[config.mk]
export PLATFORM = sky130hd
export DESIGN_NAME = piso_scan_ctrl
export DESIGN_NICKNAME = d
export VERILOG_FILES = /design/src/rtl/piso_scan_ctrl.sv
export SDC_FILE = /design/constraint.sdc
export NUM_CORES = 1
export LEC_CHECK = 0
export ABC_AREA = 1
export CAP_MARGIN = 5
export CORE_MARGIN = 1.5
export CORE_UTILIZATION = 59
export DETAILED_ROUTE_END_ITERATION = 12
export PLACE_DENSITY = 0.84
export SLEW_MARGIN = 20
export SYNTH_ARGS = -nofsm -noshare
export SYNTH_HDL_FRONTEND = slang
export SYNTH_SLANG_ARGS = --single-unit
[constraint.sdc]
create_clock -name clk -period 3.7 [get_ports clk]
set_clock_uncertainty 0.2 [all_clocks]
set_input_delay 1.11 -clock clk [delete_from_list [all_inputs] [get_ports clk]]
set_output_delay 1.11 -clock clk [all_outputs]
set_load 0.02 [all_outputs]
[src/rtl/piso_scan_ctrl.sv]
// piso_scan_ctrl: sequencer for a daisy chain of HC165-style 8-bit PISO
// shift registers. It drives the chain's load, shift-clock and inhibit
// strobes and deserialises sr_q into one W-bit frame. Each completed frame
// is flagged by a one-cycle data_valid pulse.
// Optional macro PISO_SCAN_CHANGE_DET_EN: when defined, changed pulses with
// data_valid whenever the new frame differs from the previous one. The first
// frame after reset always counts as a change. When the macro is undefined,
// changed is tied low.
module piso_scan_ctrl #(
    parameter  int CHAIN_LEN = 2,
    parameter  int CLK_DIV   = 4,
    localparam int W         = 8 * CHAIN_LEN
) (
    input  logic         clk,
    input  logic         rst_n,
    input  logic         start,
    input  logic         auto_scan,
    input  logic         sr_q,
    output logic         sr_clk,
    output logic         sr_shld,
    output logic         sr_clk_inh,
    output logic         busy,
    output logic [W-1:0] data,
    output logic         data_valid,
    output logic         changed
);

    localparam int DIV_W = (2 * CLK_DIV > 1) ? $clog2(2 * CLK_DIV) : 1;
    localparam int CNT_W = $clog2(W + 1);

    localparam logic [DIV_W-1:0] LOAD_LAST = DIV_W'(2 * CLK_DIV - 1);
    localparam logic [DIV_W-1:0] HALF_LAST = DIV_W'(CLK_DIV - 1);
    localparam logic [CNT_W-1:0] LAST_BIT  = CNT_W'(W - 1);
    localparam logic [CNT_W-1:0] ALL_BITS  = CNT_W'(W);

    typedef enum logic [2:0] {
        IDLE,
        LOAD,
        SETTLE,
        SHIFT_LO,
        SHIFT_HI,
        DONE
    } state_t;

    state_t           state;
    logic [DIV_W-1:0] div_cnt;
    logic [CNT_W-1:0] bit_cnt;
    logic [W-1:0]     sreg;

`ifdef PISO_SCAN_CHANGE_DET_EN
    logic [W-1:0]     prev_frame;
    logic             first_frame;
`else
    assign changed = 1'b0;
`endif

    // Scan sequencer: state, strobes and frame capture all registered so the
    // chain sees glitch-free edges.
    always_ff @(posedge clk or negedge rst_n) begin
        if (!rst_n) begin
            state      <= IDLE;
            div_cnt    <= '0;
            bit_cnt    <= '0;
            sreg       <= '0;
            sr_clk     <= 1'b0;
            sr_shld    <= 1'b1;
            sr_clk_inh <= 1'b1;
            busy       <= 1'b0;
            data       <= '0;
            data_valid <= 1'b0;
`ifdef PISO_SCAN_CHANGE_DET_EN
            changed     <= 1'b0;
            prev_frame  <= '0;
            first_frame <= 1'b1;
`endif
        end else begin
            data_valid <= 1'b0;
`ifdef PISO_SCAN_CHANGE_DET_EN
            changed    <= 1'b0;
`endif
            case (state)
                IDLE: begin
                    sr_clk     <= 1'b0;
                    sr_clk_inh <= 1'b1;
                    if (start || auto_scan) begin
                        state   <= LOAD;
                        sr_shld <= 1'b0;
                        busy    <= 1'b1;
                        div_cnt <= '0;
                    end else begin
                        sr_shld <= 1'b1;
                    end
                end

                LOAD: begin
                    if (div_cnt == LOAD_LAST) begin
                        state      <= SETTLE;
                        div_cnt    <= '0;
                        sr_shld    <= 1'b1;
                        sr_clk_inh <= 1'b0;
                    end else begin
                        div_cnt <= div_cnt + DIV_W'(1);
                    end
                end

                SETTLE: begin
                    if (div_cnt == HALF_LAST) begin
                        state   <= SHIFT_LO;
                        div_cnt <= '0;
                        bit_cnt <= '0;
                    end else begin
                        div_cnt <= div_cnt + DIV_W'(1);
                    end
                end

                // sr_q is sampled on the same edge that raises sr_clk, so the
                // value captured is the bit presented before the chain advances.
                SHIFT_LO: begin
                    if (div_cnt == HALF_LAST) begin
                        sreg    <= {sreg[W-2:0], sr_q};
                        state   <= SHIFT_HI;
                        sr_clk  <= 1'b1;
                        div_cnt <= '0;
                    end else begin
                        div_cnt <= div_cnt + DIV_W'(1);
                    end
                end

                SHIFT_HI: begin
                    if (div_cnt == HALF_LAST) begin
                        div_cnt <= '0;
                        sr_clk  <= 1'b0;
                        if (bit_cnt == LAST_BIT) begin
                            state      <= DONE;
                            bit_cnt    <= ALL_BITS;
                            sr_clk_inh <= 1'b1;
                        end else begin
                            state   <= SHIFT_LO;
                            bit_cnt <= bit_cnt + CNT_W'(1);
                        end
                    end else begin
                        div_cnt <= div_cnt + DIV_W'(1);
                    end
                end

                DONE: begin
                    data       <= sreg;
                    data_valid <= 1'b1;
                    sr_clk     <= 1'b0;
                    sr_clk_inh <= 1'b1;
                    div_cnt    <= '0;
`ifdef PISO_SCAN_CHANGE_DET_EN
                    changed     <= first_frame || (sreg != prev_frame);
                    prev_frame  <= sreg;
                    first_frame <= 1'b0;
`endif
                    if (auto_scan) begin
                        state   <= LOAD;
                        sr_shld <= 1'b0;
                    end else begin
                        state <= IDLE;
                        busy  <= 1'b0;
                    end
                end

                default: begin
                    state      <= IDLE;
                    sr_clk     <= 1'b0;
                    sr_shld    <= 1'b1;
                    sr_clk_inh <= 1'b1;
                    busy       <= 1'b0;
                end
            endcase
        end
    end

endmodule
## Word level (Yosys, flattened, before mapping)

Index checks and enable logic that the tools add are counted.

- Register bits after elaboration: 48

- Equal/unequal tests: 16
- Reduce and logical (&&, ||, !) cells: 16
- Add/sub/neg operators: 2
- Mux-type cells: 31
- Bitwise logic cells: 4

Operators with widths:

| kind | number |
|---|---|
| 3-bit 2-to-1 mux | 9 |
| 3-bit one-hot mux with 6 select lines | 1 |
| 2-bit inequality test, second input constant | 8 |
| 5-bit 2-to-1 mux | 3 |
| 1-bit 2-to-1 mux | 12 |
| 3-bit one-hot mux with 4 select lines | 1 |
| 3-bit AND reduction | 4 |
| 5-bit one-hot mux with 2 select lines | 1 |
| 3-bit by 2-bit == test with 1-bit output, second input constant | 3 |
| 3-bit == test, second input constant | 3 |
| 1-bit one-hot mux with 3 select lines | 3 |
| 5-bit by 1-bit adder with 5-bit output, second input constant | 1 |
| 5-bit by 4-bit == test with 1-bit output, second input constant | 1 |
| 5-bit AND reduction | 1 |
| 1-bit NOT | 4 |
| 1-bit one-hot mux with 4 select lines | 1 |
| 2-bit AND reduction | 2 |
| 4-bit AND reduction | 1 |
| 4-bit nonzero test | 1 |
| 2-bit OR reduction | 2 |
| 4-bit OR reduction | 1 |
| 3-bit by 1-bit adder with 3-bit output, second input constant | 1 |
| 3-bit by 1-bit == test with 1-bit output, second input constant | 1 |
| 3-bit logical NOT | 1 |
| other kinds (3) | 3 |

## Longest topological paths before layout

- Word-level depth: 4
- Gate-level depth with buffers: 10
- Depth with buffers taken out: 10

## Worst setup path after synthesis

No wires, ideal clock.

- Kind: input port to flip-flop
- Start point: in auto_scan
- End point: reg state[0]
- Path slack: 1.785 ns
- Path buffers: 0
- Data arrival time: 1.596 ns
- Library setup time: 0.119 ns
- Required time: 3.381 ns
- Stages on the path: 6
- Cell sequence: nor2_1 > nand3_1 > nand2_1 > nor2_1 > nand2_1 > nand2_1

- Cells in the longest elaborated chain, start to end: 3
- Elaborated cells between the ends (all ways): 5
- Those cells by class: 1 x eq/ne; 2 x mux; 2 x reduce/logical

RTL lines:

| element | line | source |
|---|---|---|
| from (decl) | 17 | `input logic auto_scan,` |
| 1-bit logical OR | 85 | `if (start \|\| auto_scan) begin` |
| 2-bit inequality test (no source line) | -- |  |
| 5-bit AND reduction (no source line) | -- |  |
| to (signal assigned) | 86 | `state <= LOAD;` |
| to (signal assigned) | 97 | `state <= SETTLE;` |
| to (signal assigned) | 108 | `state <= SHIFT_LO;` |
| to (decl) | 45 | `state_t state;` |

Parallel ways exist; a longest one is shown, timed or not.
A chain may end at the register's enable or synchronous reset.

## Final worst setup path

- Start point: reg sr_shld
- End point: out sr_shld

RTL lines:

| element | line | source |
|---|---|---|
| from (decl) | 20 | `output logic sr_shld,` |
| from (signal assigned) | 66 | `sr_shld <= 1'b1;` |
| from (signal assigned) | 87 | `sr_shld <= 1'b0;` |
| from (signal assigned) | 91 | `sr_shld <= 1'b1;` |

No word-level cell between the ends.

==> impl_metrics.tcl <==
set metrics [dict create \
    outcome "completed" \
    final_nets 283 \
    hold_end "sr_shld" \
    ir_drop_v 0.000441 \
    met3_length_um 204 \
    drt-met1-wl_mm 1.71 \
    topRoutingLayerUsed "met4" \
    cts_resized 0 \
    cts.hold.buffers_added 0 \
    dr_wl_met2_mm 1.75 \
    netlist_area_um2 2170 \
    holdPathStages 2 \
    synth_top_cells_by_count "nand2_1, dfrtp_1, o21ai_0" \
    synthSimpleGateAreaFrac_pct 20.0 \
    finalCritPeriodShare_pct 74.0 \
    synthFlopType "dfrtp_1" \
    clock_path_buffers 2 \
    grt_first_pass_wirelength_mm 6.82 \
    synth-compound-area-share_pct 11.1 \
    maxSlewHeadroom_pct 58.7 \
    synth_seq_area_share_pct 55.4 \
    cts_root_buf "clkbuf_8" \
    p_sw_share_pct 35.7 \
    track_usage_pct 21.8 \
    netlist_top_cells_area "dfrtp_1, nand2_1, o21ai_0" \
    async_flop_share_pct 100 \
    arrival_ns 1.43 \
    initial_core_util_pct 63.1 \
    syn2layout_area_growth_pct 16.8 \
    antenna_found_initial 0 \
    syn_avg_cell_area_um2 8.79 \
    timing.fmax_mhz 365 \
    leakagePower_nw 1.21 \
    port_buffers 25 \
    die_area_um2 4050 \
    insertion_delay_ns 0.30 \
    dp_slack_ns 1.17 \
    max_cap_violations 0 \
    hold_viol 0 \
    cp.depth 1 \
    crit_path_end_kind "output port" \
    r2r-start "div_cnt[0]" \
    drive_above_1_share_pct 7.33 \
    finalCriticalPeriod_ns 2.74 \
    fp.dieW_um 63.7 \
    cp_cell_sequence "clkdlybuf4s50_1" \
    routedWlPerCell_um 11.6 \
    ioPinCount 27 \
    synth_nets 258 \
    clkPwrFrac_pct 23.2 \
    critPathTopFamily "buffers and inverters" \
    numCtsBuffers 5 \
    p_per_area_nw_per_um2 661 \
    drtAntennaViolNets 0 \
    setup_slack_ns 0.962 \
    r2r_end "sreg[15]" \
    firstDrtPassIters 4 \
    crit_slowest_cell "clkdlybuf4s50_1" \
    clock-sinks 48 \
    cts_setup_buffers 0 \
    slew_viol_final 0 \
    crit_path_start_kind "flop" \
    yosysWarnings 0 \
    instances_no_fill 319 \
    grt_pass1_vias 1576 \
    dp_hpwl_mm 2.56 \
    wl_mm 3.71 \
    synth-xor-area-share_pct 0.403 \
    grt-ovfl-total 0 \
    setup.worst_path.class "flop to output port" \
    required_ns 2.39 \
    die_y_um 63.7 \
    cts_tree "built" \
    grt_max_degree 49 \
    synth-seq-cells 48 \
    drtIter0Drc 131 \
    synth_fa_ha_area_share_pct 3.46 \
    hold_path_class "flop to flop" \
    synth_cells 247 \
    synth_top_family_by_area "simple AND/OR/NAND/NOR gates" \
    hold_start "sr_shld" \
    worst-path-buf-inv 1 \
    p_seq_share_pct 43.5 \
    synth_most_common_cell "nand2_1" \
    synthDominantCellAreaShare_pct 53.0 \
    path_max_fanout 2 \
    comb_power_share_pct 33.3 \
    synth.distinct_cells 26 \
    max_stage_delay_ns 0.59 \
    synth_edf_count 0 \
    drcViolationCount 0 \
    coreArea_um2 3440 \
    power.internal_w 0.00108 \
    place_congestion 0.867 \
    tightest_slew_ns 0.617 \
    path_clk_slew_ns 0.08 \
    rows 21 \
    grt_setup_unrepaired "false" \
    vias 1656 \
    dp_cells 311 \
    placed_area_um2 2410 \
    setup-violations-final 0 \
    rr_worst_depth 6 \
    fin_total_pwr_w 0.00168 \
    switching_power_w 0.000598 \
    h-tree-depth 2 \
    fin_area_um2 2540 \
    viasPerCell 5.19 \
    yosysTopAreaCell "dfrtp_1" \
    finalSetupTns_ns 0 \
    synthMuxAreaShare_pct 0 \
    rrSetupSlack_ns 1.61 \
    num_antenna_cells 0 \
]
## through the flow
step / hold WS, ns / util, %
after floorplan: 0.243 / -
after global placement: 0.252 / 70.1
after detailed placement: 0.259 / 70.1
after CTS: 0.272 / 73.6
after global routing: 0.308 / 73.7
final: 0.268 / 73.7
## power by group through the flow
stage	logic (W)	clock network, W	registers [W]
floorplan	0.000350	0	0.000773
global placement	0.000545	0	0.000734
detailed placement	0.000555	0	0.000736
CTS	0.000561	0.000400	0.000728
global route	0.000640	0.000425	0.000745
finish	0.000559	0.000388	0.000729
## layout make-up
type / count / area [um2]
flip-flops and latches: 48 / 1200
fillers: 263 / 906
multi-input cells: 155 / 763
repair buffers: 26 / 255
inverters: 36 / 135
clock buffers: 6 / 82.6
well taps: 46 / 57.6
clock inverters: 2 / 38.8
## cell families after synthesis
logic type,after synthesis
buffers and inverters,44
other,1
adders and majority gates,6
DFF,48
xor gates and xnor gates,1
and+or+nand+nor,101
AOI/OAI and AO/OA,46
## flip-flops by register name, indices dropped and copies added, names as in the netlist
| register | flops |
|---|---|
| busy | 1 |
| sr_clk | 1 |
| sr_clk_inh | 1 |
| bit_cnt | 5 |
| data | 16 |
| state | 3 |
| data_valid | 1 |
| sreg | 16 |
| div_cnt | 3 |
| sr_shld | 1 |
## cell usage in the layout, fill, tap and decap left out, drive strengths merged, types with 2 or more instances in the layout
cell type and n:
o21ai 39, nand2 70, clkbuf 6, nor2 12, buf 2, clkdlybuf4s50 24, inv 36, ha 6
nand3 14, nand4 4, dfrtp 46, dfstp 2, a21oi 3
## how the worst max path moves through the flow
stage | start | end | slack, ns
floorplan | auto_scan | state[0] | 1.79
global placement | auto_scan | state[0] | 1.23
detailed placement | auto_scan | state[0] | 1.17
CTS | sr_shld | sr_shld | 0.95
global route | sr_shld | sr_shld | 0.93
finish | sr_shld | sr_shld | 0.96
## per-layer routing
metal / global-route usage [%] / vias up
met1: 28.7 / 772
met2: 34.6 / 48
met5: 0 / -
met4: 7.61 / 0
li1: - / 829
met3: 6.43 / 7
(Power assumes the default switching activity.)
